--- src/rtl/translayer_param.sv ---
// Main FIFO feeding N_DEST egress FIFOs, with the destination taken from the data MSBs. Latency is one cycle
// from push to destination at best. A blocked head stalls the whole main FIFO, and pushes into a full main FIFO are dropped.
module translayer_param #(
    parameter int DATA_W     = 6,
    parameter int N_DEST     = 4,
    parameter int MAIN_DEPTH = 8,
    parameter int DEST_DEPTH = 4,
    localparam int SEL_W     = $clog2(N_DEST),
    localparam int CWM       = $clog2(MAIN_DEPTH + 1),
    localparam int CWD       = $clog2(DEST_DEPTH + 1),
    localparam int AWM       = $clog2(MAIN_DEPTH),
    localparam int AWD       = $clog2(DEST_DEPTH)
) (
    input  logic                       clk,
    input  logic                       reset,
    input  logic                       init,
    input  logic [2*CWM-1:0]           UMF,
    input  logic [2*CWD-1:0]           UD,
    input  logic [DATA_W-1:0]          data_in,
    input  logic                       push_main,
    input  logic [N_DEST-1:0]          pop_d,
    output logic [N_DEST*DATA_W-1:0]   data_out,
    output logic [N_DEST-1:0]          empty_d,
    output logic [N_DEST-1:0]          afull_d,
    output logic [N_DEST-1:0]          aempty_d,
    output logic                       afull_main,
    output logic                       aempty_main,
    output logic                       error_out,
    output logic                       active_out,
    output logic                       idle_out
);

    typedef enum logic [2:0] {ST_RESET, ST_INIT, ST_IDLE, ST_ACTIVE, ST_ERROR} state_t;
    state_t state, state_nxt;

    logic [CWM-1:0]    umf_lo, umf_hi;
    logic [CWD-1:0]    ud_lo, ud_hi;

    logic [DATA_W-1:0] main_mem [MAIN_DEPTH];
    logic [AWM-1:0]    main_wp, main_rp;
    logic [CWM-1:0]    main_cnt, main_cnt_nxt;
    logic              main_full, main_wr, route_mv;
    logic [DATA_W-1:0] head;
    logic [SEL_W-1:0]  head_sel;

    logic [DATA_W-1:0] dest_mem [N_DEST][DEST_DEPTH];
    logic [AWD-1:0]    dest_wp [N_DEST];
    logic [AWD-1:0]    dest_rp [N_DEST];
    logic [CWD-1:0]    dest_cnt [N_DEST];
    logic [CWD-1:0]    dest_cnt_nxt [N_DEST];
    logic [DATA_W-1:0] dout_r [N_DEST];
    logic [N_DEST-1:0] dest_full, dest_wr, dest_rd;

    logic run, push_err, pop_err, any_nxt;

    // Traffic is only honoured once initialisation is done; ERROR keeps moving data.
    assign run         = (state == ST_IDLE) || (state == ST_ACTIVE) || (state == ST_ERROR);
    assign head        = main_mem[main_rp];
    assign head_sel    = head[DATA_W-1 -: SEL_W];
    assign main_full   = (main_cnt == CWM'(MAIN_DEPTH));
    assign afull_main  = (main_cnt >= umf_hi);
    assign aempty_main = (main_cnt <= umf_lo);

    always_comb begin
        for (int k = 0; k < N_DEST; k++) begin
            empty_d[k]   = (dest_cnt[k] == '0);
            dest_full[k] = (dest_cnt[k] == CWD'(DEST_DEPTH));
            afull_d[k]   = (dest_cnt[k] >= ud_hi);
            aempty_d[k]  = (dest_cnt[k] <= ud_lo);
        end
    end

    // A full main FIFO still accepts a push when its head leaves in the same cycle.
    assign route_mv     = run && (main_cnt != '0) && !afull_d[head_sel] && !dest_full[head_sel];
    assign main_wr      = run && push_main && (!main_full || route_mv);
    assign push_err     = run && push_main && main_full && !route_mv;
    assign pop_err      = run && |(pop_d & empty_d);
    assign main_cnt_nxt = main_cnt + CWM'(main_wr) - CWM'(route_mv);

    always_comb begin
        any_nxt = (main_cnt_nxt != '0);
        for (int k = 0; k < N_DEST; k++) begin
            dest_wr[k]      = route_mv && (head_sel == SEL_W'(k));
            dest_rd[k]      = run && pop_d[k] && !empty_d[k];
            dest_cnt_nxt[k] = dest_cnt[k] + CWD'(dest_wr[k]) - CWD'(dest_rd[k]);
            if (dest_cnt_nxt[k] != '0) any_nxt = 1'b1;
        end
    end

    always_comb begin
        state_nxt = state;
        case (state)
            ST_RESET:  state_nxt = ST_INIT;
            ST_INIT:   if (!init) state_nxt = ST_IDLE;
            ST_IDLE, ST_ACTIVE: begin
                if (init)                     state_nxt = ST_INIT;
                else if (push_err || pop_err) state_nxt = ST_ERROR;
                else if (any_nxt)             state_nxt = ST_ACTIVE;
                else                          state_nxt = ST_IDLE;
            end
            ST_ERROR:  if (init) state_nxt = ST_INIT;
            default:   state_nxt = ST_RESET;
        endcase
    end

    always_ff @(posedge clk or negedge reset) begin
        if (!reset) state <= ST_RESET;
        else        state <= state_nxt;
    end

    assign active_out = (state == ST_ACTIVE);
    assign idle_out   = (state == ST_IDLE);
    assign error_out  = (state == ST_ERROR);

    always_ff @(posedge clk or negedge reset) begin
        if (!reset) begin
            umf_lo <= '0;
            umf_hi <= '0;
            ud_lo  <= '0;
            ud_hi  <= '0;
        end else if (state == ST_INIT) begin
            umf_lo <= UMF[CWM-1:0];
            umf_hi <= UMF[2*CWM-1:CWM];
            ud_lo  <= UD[CWD-1:0];
            ud_hi  <= UD[2*CWD-1:CWD];
        end
    end

    // Storage arrays carry no reset; validity is tracked purely by pointers and counts.
    always_ff @(posedge clk) begin
        if (main_wr) main_mem[main_wp] <= data_in;
        for (int k = 0; k < N_DEST; k++)
            if (dest_wr[k]) dest_mem[k][dest_wp[k]] <= head;
    end

    always_ff @(posedge clk or negedge reset) begin
        if (!reset) begin
            main_wp  <= '0;
            main_rp  <= '0;
            main_cnt <= '0;
        end else if (!run) begin
            main_wp  <= '0;
            main_rp  <= '0;
            main_cnt <= '0;
        end else begin
            if (main_wr)  main_wp <= main_wp + 1'b1;
            if (route_mv) main_rp <= main_rp + 1'b1;
            main_cnt <= main_cnt_nxt;
        end
    end

    always_ff @(posedge clk or negedge reset) begin
        if (!reset) begin
            for (int k = 0; k < N_DEST; k++) begin
                dest_wp[k]  <= '0;
                dest_rp[k]  <= '0;
                dest_cnt[k] <= '0;
                dout_r[k]   <= '0;
            end
        end else if (!run) begin
            for (int k = 0; k < N_DEST; k++) begin
                dest_wp[k]  <= '0;
                dest_rp[k]  <= '0;
                dest_cnt[k] <= '0;
                dout_r[k]   <= '0;
            end
        end else begin
            for (int k = 0; k < N_DEST; k++) begin
                if (dest_wr[k]) dest_wp[k] <= dest_wp[k] + 1'b1;
                if (dest_rd[k]) begin
                    dest_rp[k] <= dest_rp[k] + 1'b1;
                    dout_r[k]  <= dest_mem[k][dest_rp[k]];
                end
                dest_cnt[k] <= dest_cnt_nxt[k];
            end
        end
    end

    always_comb begin
        data_out = '0;
        for (int k = 0; k < N_DEST; k++)
            data_out[k*DATA_W +: DATA_W] = dout_r[k];
    end

endmodule

--- config.mk ---
export PLATFORM = sky130hd
export DESIGN_NAME = translayer_param
export DESIGN_NICKNAME = d
export VERILOG_FILES = /design/src/rtl/translayer_param.sv
export SDC_FILE = /design/constraint.sdc
export NUM_CORES = 1
export LEC_CHECK = 0
export CELL_PAD_IN_SITES_DETAIL_PLACEMENT = 0
export CELL_PAD_IN_SITES_GLOBAL_PLACEMENT = 2
export CORE_ASPECT_RATIO = 0.7
export CORE_MARGIN = 4
export CORE_UTILIZATION = 46
export DETAILED_ROUTE_END_ITERATION = 10
export PLACE_DENSITY = 0.94
export SLEW_MARGIN = 25
export SYNTH_ARGS = -nofsm -noshare
export SYNTH_HDL_FRONTEND = slang
export SYNTH_SLANG_ARGS = --single-unit
--- constraint.sdc ---
create_clock -name clk -period 10.4 [get_ports clk]
set_clock_uncertainty 0.1 [all_clocks]
set_input_delay 2.6 -clock clk [delete_from_list [all_inputs] [get_ports clk]]
set_output_delay 2.6 -clock clk [all_outputs]
set_load 0.01 [all_outputs]
==> results.md, run 1 <==
- The longest clock path from root to sink contains 3 buffers.
- The initial antenna violation count came to 0.
- The number of flops mapped to enable cells by yosys is 144.
- The cell taking the most area after synthesis is edfxtp_1.
- The later-pin clock latency in the skew report is a little under 0.5 ns.
- The pin count of the biggest net entering global routing is 67.
- The clock sink count is ~220.
- The minimum period implied by the final worst setup slack is about 5.6 ns.
- The clock tree root buffer cell is clkbuf_16.
- The data arrival time of the worst path is between 5 and 6 ns.
- The cell leakage power is 4.45 nW.
- The number of setup buffers added after CTS is 0.
- Tracing the worst setup path back leads to its startpoint at push_main.
- The congestion estimate from routability-driven global placement came to ~0.88.
- TritonCTS built the clock tree.
- The post-route setup TNS is 0 ns.
- Based on the critical path, the design can be clocked at up to roughly 180 MHz.
- The area of the mapped netlist is between 10,000 and 15,000 um^2.
- The effective utilization at floorplan is between 40% and 50%.
- The starting DRC count in detailed routing is 455.
- The routed design has a little over 20 mm of wire.
- The endpoint type of the worst setup path is a flip-flop.
- The number of top-level pins is about 70.
- The count of unresolved DRC violations after routing is 0.
- Clock-pin slew was measured on the worst setup and hold paths at approximately 0.060 ns.
- The startpoint identified for the worst register-to-register timing path is main_rp[1].
- After floorplanning, the core was divided into 45 placement rows.
- The global routing usage summed across all routing layers is around 17%.
- Input and output buffers added on the ports amount to between 60 and 70.
- The nature of the critical path startpoint is an input port.
- The type of the setup path with the least slack is input port to flip-flop.
- Yosys printed 0 warnings.
- The source of the worst hold timing path is data_out[9].
- After global routing the overflow that remains totals 0.
- The net count after synthesis is between 800 and 900.
- The via count of the first global-routing pass is between 6,000 and 7,000.
- The post-placement cell area is ~11,000 um^2.
- The share of synthesized area occupied by flip-flops and latches is 61.4%.
- The post-route clock period utilization is 53.4%.
- The via count is between 5,000 and 6,000.
- The power density of the placed cells is ~180 nW/um^2.
- The worst-case vdd ir drop is 0.112 mV.
- The max-slew violation count is 0.
- The worst pin sits at a relative slew slack of between 40% and 50%.
- The cell count of the worst reg-to-reg path is 13.
- The cell depth of the worst hold path is 2.
- Setup repair after global routing left no endpoint under its margin.
- In the synthesized netlist the dominant register cell turns out to be edfxtp_1.
- After routing the design area is around 12,000 um^2.
- The number of flip-flops and latches in the synthesized netlist is 223.
- Setup violations remaining at the end of the flow were counted as 0.
- The detailed-route wire length per cell is approximately 19 um.
- The run finished with clean final reports.
- Buffers inserted to repair hold after CTS numbered 0.
- The final layout contains just under 900 nets.
- The number of different library cells used by synthesis comes to approximately 50.
- The routed via count divided by cell count is roughly 5.4.
- At the worst endpoint, the required time is between 10 and 15 ns.
- The die is ~130 um tall.
- Buffers inserted during clock tree synthesis total 23.
- The floorplan step defined a die boundary enclosing between 20,000 and 25,000 um^2.
- The synthesis-to-layout area growth is 16.2%.
- The number of nets still failing antenna checks after routing is 0.
- Counting flops with an async set or reset pin after synthesis yields a share of between 30 and 40%.
- The sum of net half-perimeters after detailed placement is about 14 mm.
- In this run the worst path has a maximum fanout of 10.
- The post-route netlist has roughly an eighth of its cells at a drive strength greater than 1.
- The number of instances in the synthesized netlist is around 730.
- After layout, the worst setup slack is 4.84 ns.
- The worst min-delay path category is flip-flop to flip-flop.
- The count of instances resized after the clock tree is built is 0.
- The floorplan step defined a core boundary enclosing between 20,000 and 25,000 um^2.
- The deepest level of the CTS H-tree is 1.
- After synthesis, the cell types taking the most area are edfxtp_1 42%, dfrtp_1 19%, ha_1 7.8%.
- The worst hold margin is 0.420 ns.
- The number of maximum-capacitance constraint violations is 0.
- The number of detailed-route iterations in the first pass is 4.
- In this run the mean area of a mapped cell was 14.1 um^2.
- The floorplan die width is 186 um.
- The final count of hold timing violations came to 0.
- The setup slack at placement is between 4 and 5 ns.
- For the pin with the worst max-slew slack, the measured transition is ~0.9 ns.
- The area share of the leading cell type in the synthesized netlist is 42.2%.
- The first-pass GRT wire length is between 30 and 40 mm.
- The number of antenna cells inserted is 0.
==> final timing paths <==
check,endpoint,slack (ns)
max in group asynchronous,data_out[21],7.21
max,state[0],4.84
max reg2reg,state[0],5.16
min reg2reg,data_out[9],0.42
min in group asynchronous,umf_lo[0],1.89
min,data_out[9],0.42
==> power by group <==
group          internal [mW]  switching, mW  total, mW  leakage [nW]
clock network          0.461          0.336      0.797         0.349
logic                  0.137          0.170      0.307          1.73
registers              0.978         0.0201      0.998          2.37
==> critical path, stage by stage <==
cell and delay [ns]:
clkdlybuf4s50_1 0.55, inv_1 0.08, or3_1 0.61, ha_1 0.38, inv_1 0.04, ha_1 0.20, fa_1 0.45, nor4_1 0.32
nand3_1 0.12, o311a_1 0.30, a21o_1 0.18
==> Yosys cell counts (2+ instances only) <==
cell type / number
nand2b_1: 11
nand2_1: 70
nand4_1: 2
nand3_1: 8
nor4b_2: 2
o21ai_0: 18
clkbuf_1: 19
nor2b_1: 19
a21o_1: 10
o211ai_1: 2
edfxtp_1: 144
fa_1: 5
xnor2_1: 15
mux2_2: 10
dfrtp_1: 79
xor2_1: 8
nand3b_1: 3
buf_1: 7
buf_6: 3
buf_2: 4
ha_1: 64
o21a_1: 4
mux2i_1: 9
a221oi_1: 5
mux4_2: 34
or3_1: 2
nor2_1: 40
and2_1: 15
and3_1: 10
inv_1: 48
a21oi_1: 31
nor3_1: 7
==> placed cells by master (no fill, tap or decap), types with 3 or more instances in the layout <==
master / n
nor2_1: 40
nor3_1: 5
nand2_1: 70
dfrtp_1: 79
nand3b_1: 3
nand3_1: 8
and3_1: 10
mux4_2: 34
clkinv_2: 3
buf_4: 4
a21oi_1: 30
clkbuf_1: 4
nand2b_1: 11
a21o_1: 10
clkinvlp_4: 3
clkdlybuf4s50_1: 67
and2_1: 15
fa_1: 5
a221oi_1: 5
nor2b_1: 19
mux2i_1: 9
xor2_1: 8
xnor2_1: 15
mux2_2: 10
inv_1: 48
ha_1: 64
edfxtp_1: 144
o21a_1: 4
clkbuf_16: 23
o21ai_0: 18
==> registers in the layout, summed over array words and instances (netlist names) <==
| register | flops |
|---|---|
| ud_lo | 3 |
| main_wp | 3 |
| dest_mem | 96 |
| main_mem | 48 |
| main_rp | 3 |
| umf_lo | 4 |
| data_out | 24 |
| dest_wp | 8 |
| main_cnt | 4 |
| dest_rp | 8 |
| state | 3 |
| dest_cnt | 12 |
| ud_hi | 3 |
| umf_hi | 4 |
==> layer usage <==
metal,part of all wire (%),global-route usage [%],up-vias
met5,0,0,-
met4,1.8,3.45,0
met3,4.4,2.58,23
met2,47,27.1,126
met1,47,24.5,2949
li1,-,-,2747
==> logic make-up after synthesis <==
logic type | after synthesis | share of synthesized area, %
DFF | 223 | 61.4
and+or+nand+nor | 197 | 9.88
buffers and inverters | 81 | 3.23
AOI/OAI and AO/OA | 79 | 5.00
adders and majority gates | 70 | 8.88
muxes | 54 | 9.59
xor gates and xnor gates | 23 | 1.96
==> final cells by class <==
class / count / area [um^2]
Clock buffer: 27 / 591
Clock inverter: 13 / 139
Fill cell: 1759 / 9880
Inverter: 48 / 180
Multi-Input combinational cell: 423 / 3650
Sequential cell: 223 / 6300
Tap cell: 282 / 353
Timing Repair Buffer: 71 / 701
==> stage by stage <==
stage               power (mW)  instances  util, %
floorplan                 1.20        727        -
global placement          1.31       1047     51.3
detailed placement        1.33       1047     51.3
CTS                       2.13       1087     54.6
global route              2.20       1087     54.7
finish                    2.10       1087     54.7
Note: power is estimated with default switching activity, not from simulation.
==> run 2: changes to the inputs <==
--- a/config.mk
+++ b/config.mk
@@ -9,9 +9,9 @@
 export CELL_PAD_IN_SITES_GLOBAL_PLACEMENT = 2
 export CORE_ASPECT_RATIO = 0.7
 export CORE_MARGIN = 4
-export CORE_UTILIZATION = 46
+export CORE_UTILIZATION = 38
 export DETAILED_ROUTE_END_ITERATION = 10
-export PLACE_DENSITY = 0.94
+export PLACE_DENSITY = 0.84
 export SLEW_MARGIN = 25
 export SYNTH_ARGS = -nofsm -noshare
 export SYNTH_HDL_FRONTEND = slang
==> constraint.sdc (replaced) <==
create_clock -name clk -period 4.49 [get_ports clk]
set_clock_uncertainty 0.1 [all_clocks]
set_input_delay 1.1225 -clock clk [delete_from_list [all_inputs] [get_ports clk]]
set_output_delay 1.1225 -clock clk [all_outputs]
set_load 0.01 [all_outputs]
==> run 2 against run 1 <==
Against the previous run: wire length grew 1.2%; global-route usage shrank 2.8 points; clock power grew to 2.5 times the previous value; cell count grew 9.5%; critical path type is now flip-flop to flip-flop; highest routed layer unchanged.
==> results.md, run 2 (same netlist as run 1, synthesis figures left out) <==
- The run finished with clean final reports.
- Setup repair after global routing left no endpoint under its margin.
- The die footprint is 29,700 um^2 (+20%).
- The max-slew violation count is 0 (unchanged).
- After global routing, the most crowded layer is met1.
- The largest fanout on the critical path is 4 (-6).
- The final-report setup violation count is 0 (unchanged).
- The deepest level of the CTS H-tree is 1 (unchanged).
- The critical path's largest stage delay is 0.47 ns (-0.14 ns).
- The setup path with the least slack is of type flip-flop to flip-flop.
- In this run the worst hold path is classified as flip-flop to flip-flop.
- The source of the worst hold timing path is data_out[10].
- The data arrival time of the worst path is 4.54 ns (-1.30 ns).
- The number of maximum-capacitance constraint violations is 0 (unchanged).
- The pin count of the biggest net entering global routing is 66 (-1.5%).
- The register share of total power is 45.6% (-1.9 points).
- The starting DRC count in detailed routing came to 370 (-19%).
- The global routing usage summed across all routing layers is 13.9% (-2.8 points).
- The final worst slack is 0.240 ns (-4.60 ns).
- The combinational cell fraction of total power came to 14.5% (about the same).
- The cell leakage power is 4.60 nW (+3.2%).
- The area growth from synthesis to layout is 19.6%.
- The port buffer count is 68 (unchanged).
- The number of buffers created by CTS is 23 (unchanged).
- The number of nets still failing antenna checks after routing was 0 (unchanged).
- The detailed-route wire length per cell is 17.3 um (-7.6%).
- The slack of the worst reg-to-reg path is 0.24 ns (-4.92 ns).
- The count of instances resized after the clock tree is built came to 0 (unchanged).
- The minimum period implied by the final worst setup slack is ~4.2 ns.
- Walking the worst path, the cells encountered are inv_1, ha_1, nand2b_1, a21o_1, a221oi_2, mux2_2, a221oi_4, or3_1, ha_1, inv_1, ha_1, fa_1, nor4_2, nand3_1, o311a_1, a21o_1.
- The cts-stage hold buffer count was 0 (unchanged).
- The relative slew slack came to 46.2% (+6.1 points).
- The via count is 5,669 (-3.0%).
- The routed via count divided by cell count is 4.76 (-11%).
- The critical path's top delay family is adder cells.
- The number of detailed-route iterations in the first pass is 4 (unchanged).
- The pin slew with the least headroom to its limit is 0.808 ns (-0.0912 ns).
- The number of antenna cells inserted is 0 (unchanged).
- The final count of hold timing violations is 0 (unchanged).
- STA classifies the critical path endpoint as a flip-flop.
- The required time of the critical path is 4.78 ns (-5.91 ns).
- The count of unresolved DRC violations after routing was 0 (unchanged).
- The nature of the critical path startpoint is a flip-flop.
- The sum of net half-perimeters after detailed placement was 14.4 mm (-0.69%).
- The last weighted congestion value of the routability-driven placer is 0.766 (-13%).
- The reported net switching power is 1.23 mW (+130%).
- The post-route setup TNS came to 0 ns (unchanged).
- The cell-internal power is 3.83 mW (+140%).
- The met1 demand-to-capacity share in global routing is 22.1% (-2.3 points).
- The first-pass GRT wire length is 33.2 mm (-1.3%).
- The effective utilization at floorplan is 38.5% (-8.6 points).
- The power density of the placed cells is 413 nW/um^2 (+130%).
- The setup slack at placement is 0.0852 ns (-4.27 ns).
- The floorplan die width came to 204 um (+9.6%).
- The die extent in y was 145 um (+9.4%).
- The final layout net count came to 907 (+2.3%).
- The number of top-level pins was 69 (unchanged).
- The via count of the first global-routing pass is 5,697 (-6.8%).
- The row count is 50 (+11%).
- Clock tree synthesis selected as its root buffer the cell clkbuf_16.
- The cell count of the worst reg-to-reg path is 16 (+3).
- The core area is 26,700 um^2 (+22%).
- The met3 global-route usage came to 2.58% (about the same).
- The power share of the clock group is 39.9% (+2.0 points).
- TritonCTS built the clock tree.
- The number of flip-flops under the largest register name is 96 (unchanged).
- The switching share of power came to 24.3% (-0.72 points).
- The worst register-to-register path ends at state[0].
- The proportion of layout cells with a drive suffix above 1 was 15.1% (+2.8 points).
- The later-pin clock latency in the skew report came to 0.50 ns (about the same).
- The most common library cell in the layout ignoring fill and taps is edfxtp_1.
- The standard cell with the maximum stage delay on the critical path is fa_1.
- The met2 track demand over resource in global routing is 20.3% (-6.8 points).
- The initial antenna violation count came to 0 (unchanged).
- Leaving out fill and tap cells, the most frequent cells in the layout are 144 x edfxtp_1, 77 x dfrtp_1, 70 x nand2_1.
- The final routed wirelength across all metal layers is 20.5 mm (+1.2%).
- The clock sink count came to 223 (unchanged).
- The cell that appears most often on the critical path is ha_1.
- The worst register-to-register path begins at dest_cnt[0].
- The post-route clock period utilization is a little over nine tenths.
- The remaining global-route overflow is 0 (unchanged).
- The worst-case vdd ir drop is 0.264 mV (+140%).
- The path with the worst hold slack has its endpoint at data_out[10].
- The cell depth of the worst hold path was 2 (unchanged).
- The clock input transition at the sequential cells of the worst setup and hold paths was 0.07 ns (about the same).
- The peak clock frequency supported by timing is roughly 240 MHz.
- The number of setup buffers added after CTS is 0 (unchanged).
- The worst-case clock buffer depth is 3 (unchanged).
- The count of buffer and inverter cells on the critical path is 2 (-1).
## run 2: worst reg2reg max path: stages, from the launching register on
cell and delay (ns):
dfrtp_1 0.43, inv_1 0.09, ha_1 0.26, nand2b_1 0.15, a21o_1 0.20, a221oi_2 0.32
mux2_2 0.26, a221oi_4 0.08, or3_1 0.36, ha_1 0.29, inv_1 0.04, ha_1 0.19
fa_1 0.47, nor4_2 0.32, nand3_1 0.11, o311a_1 0.31, a21o_1 0.18
## run 2: cell type report
| cell class | instances | area (um^2) |
|---|---|---|
| clock buffers | 25 | 583 |
| flip-flops and latches | 223 | 6300 |
| repair buffers | 91 | 851 |
| multi-input cells | 423 | 3670 |
| inverters | 48 | 180 |
| clock inverters | 16 | 216 |
| fillers | 2402 | 14400 |
| well taps | 364 | 455 |
## run 2: how the worst max path moves through the flow
| stage | to | cells after the start | slack (ns) | from |
|---|---|---|---|---|
| after floorplan | state[0] | 16 | 0.39 | main_rp[1] |
| after global placement | state[0] | 16 | 0.17 | dest_cnt[0] |
| after detailed placement | state[0] | 16 | 0.09 | dest_cnt[9] |
| after CTS | state[0] | 16 | 0.07 | dest_cnt[9] |
| after global routing | state[0] | 16 | 0.01 | dest_cnt[9] |
| final | state[0] | 16 | 0.24 | dest_cnt[0] |
## run 2: routing by layer
metal,wire length (um),share of wire (%)
met3,1070,5.2
met5,0,0
met4,276,1.3
met1,10400,51
met2,8790,43
## run 2: power by group through the flow
stage | combinational (mW) | sequential [mW] | clock (mW)
2_1_floorplan | 0.451 | 2.33 | 0
3_3_place_gp | 0.716 | 2.35 | 0
3_5_place_dp | 0.722 | 2.35 | 0
4_1_cts | 0.725 | 2.31 | 2.08
5_1_grt | 0.819 | 2.31 | 2.17
6_report | 0.734 | 2.31 | 2.02
## run 2: stage by stage
stage          area [um^2]  hold WS (ns)  cells  util [%]  power [mW]
6_report             12300         0.417   1190      46.0        5.06
5_1_grt              12300         0.430   1190      46.0        5.31
4_1_cts              12200         0.424   1190      45.9        5.11
3_5_place_dp         11400         0.410   1149      42.9        3.07
3_3_place_gp         11400         0.408   1149      42.9        3.07
2_1_floorplan        10300         0.387    727         -        2.78
==> run 3: changes to the inputs <==
--- a/config.mk
+++ b/config.mk
@@ -11,6 +11,7 @@
 export CORE_MARGIN = 4
 export CORE_UTILIZATION = 38
 export DETAILED_ROUTE_END_ITERATION = 10
+export HOLD_SLACK_MARGIN = 0.12
 export PLACE_DENSITY = 0.84
 export SLEW_MARGIN = 25
 export SYNTH_ARGS = -nofsm -noshare
==> results of run 3 <==
Final layout, timing and power as in run 2 (identical DEF).
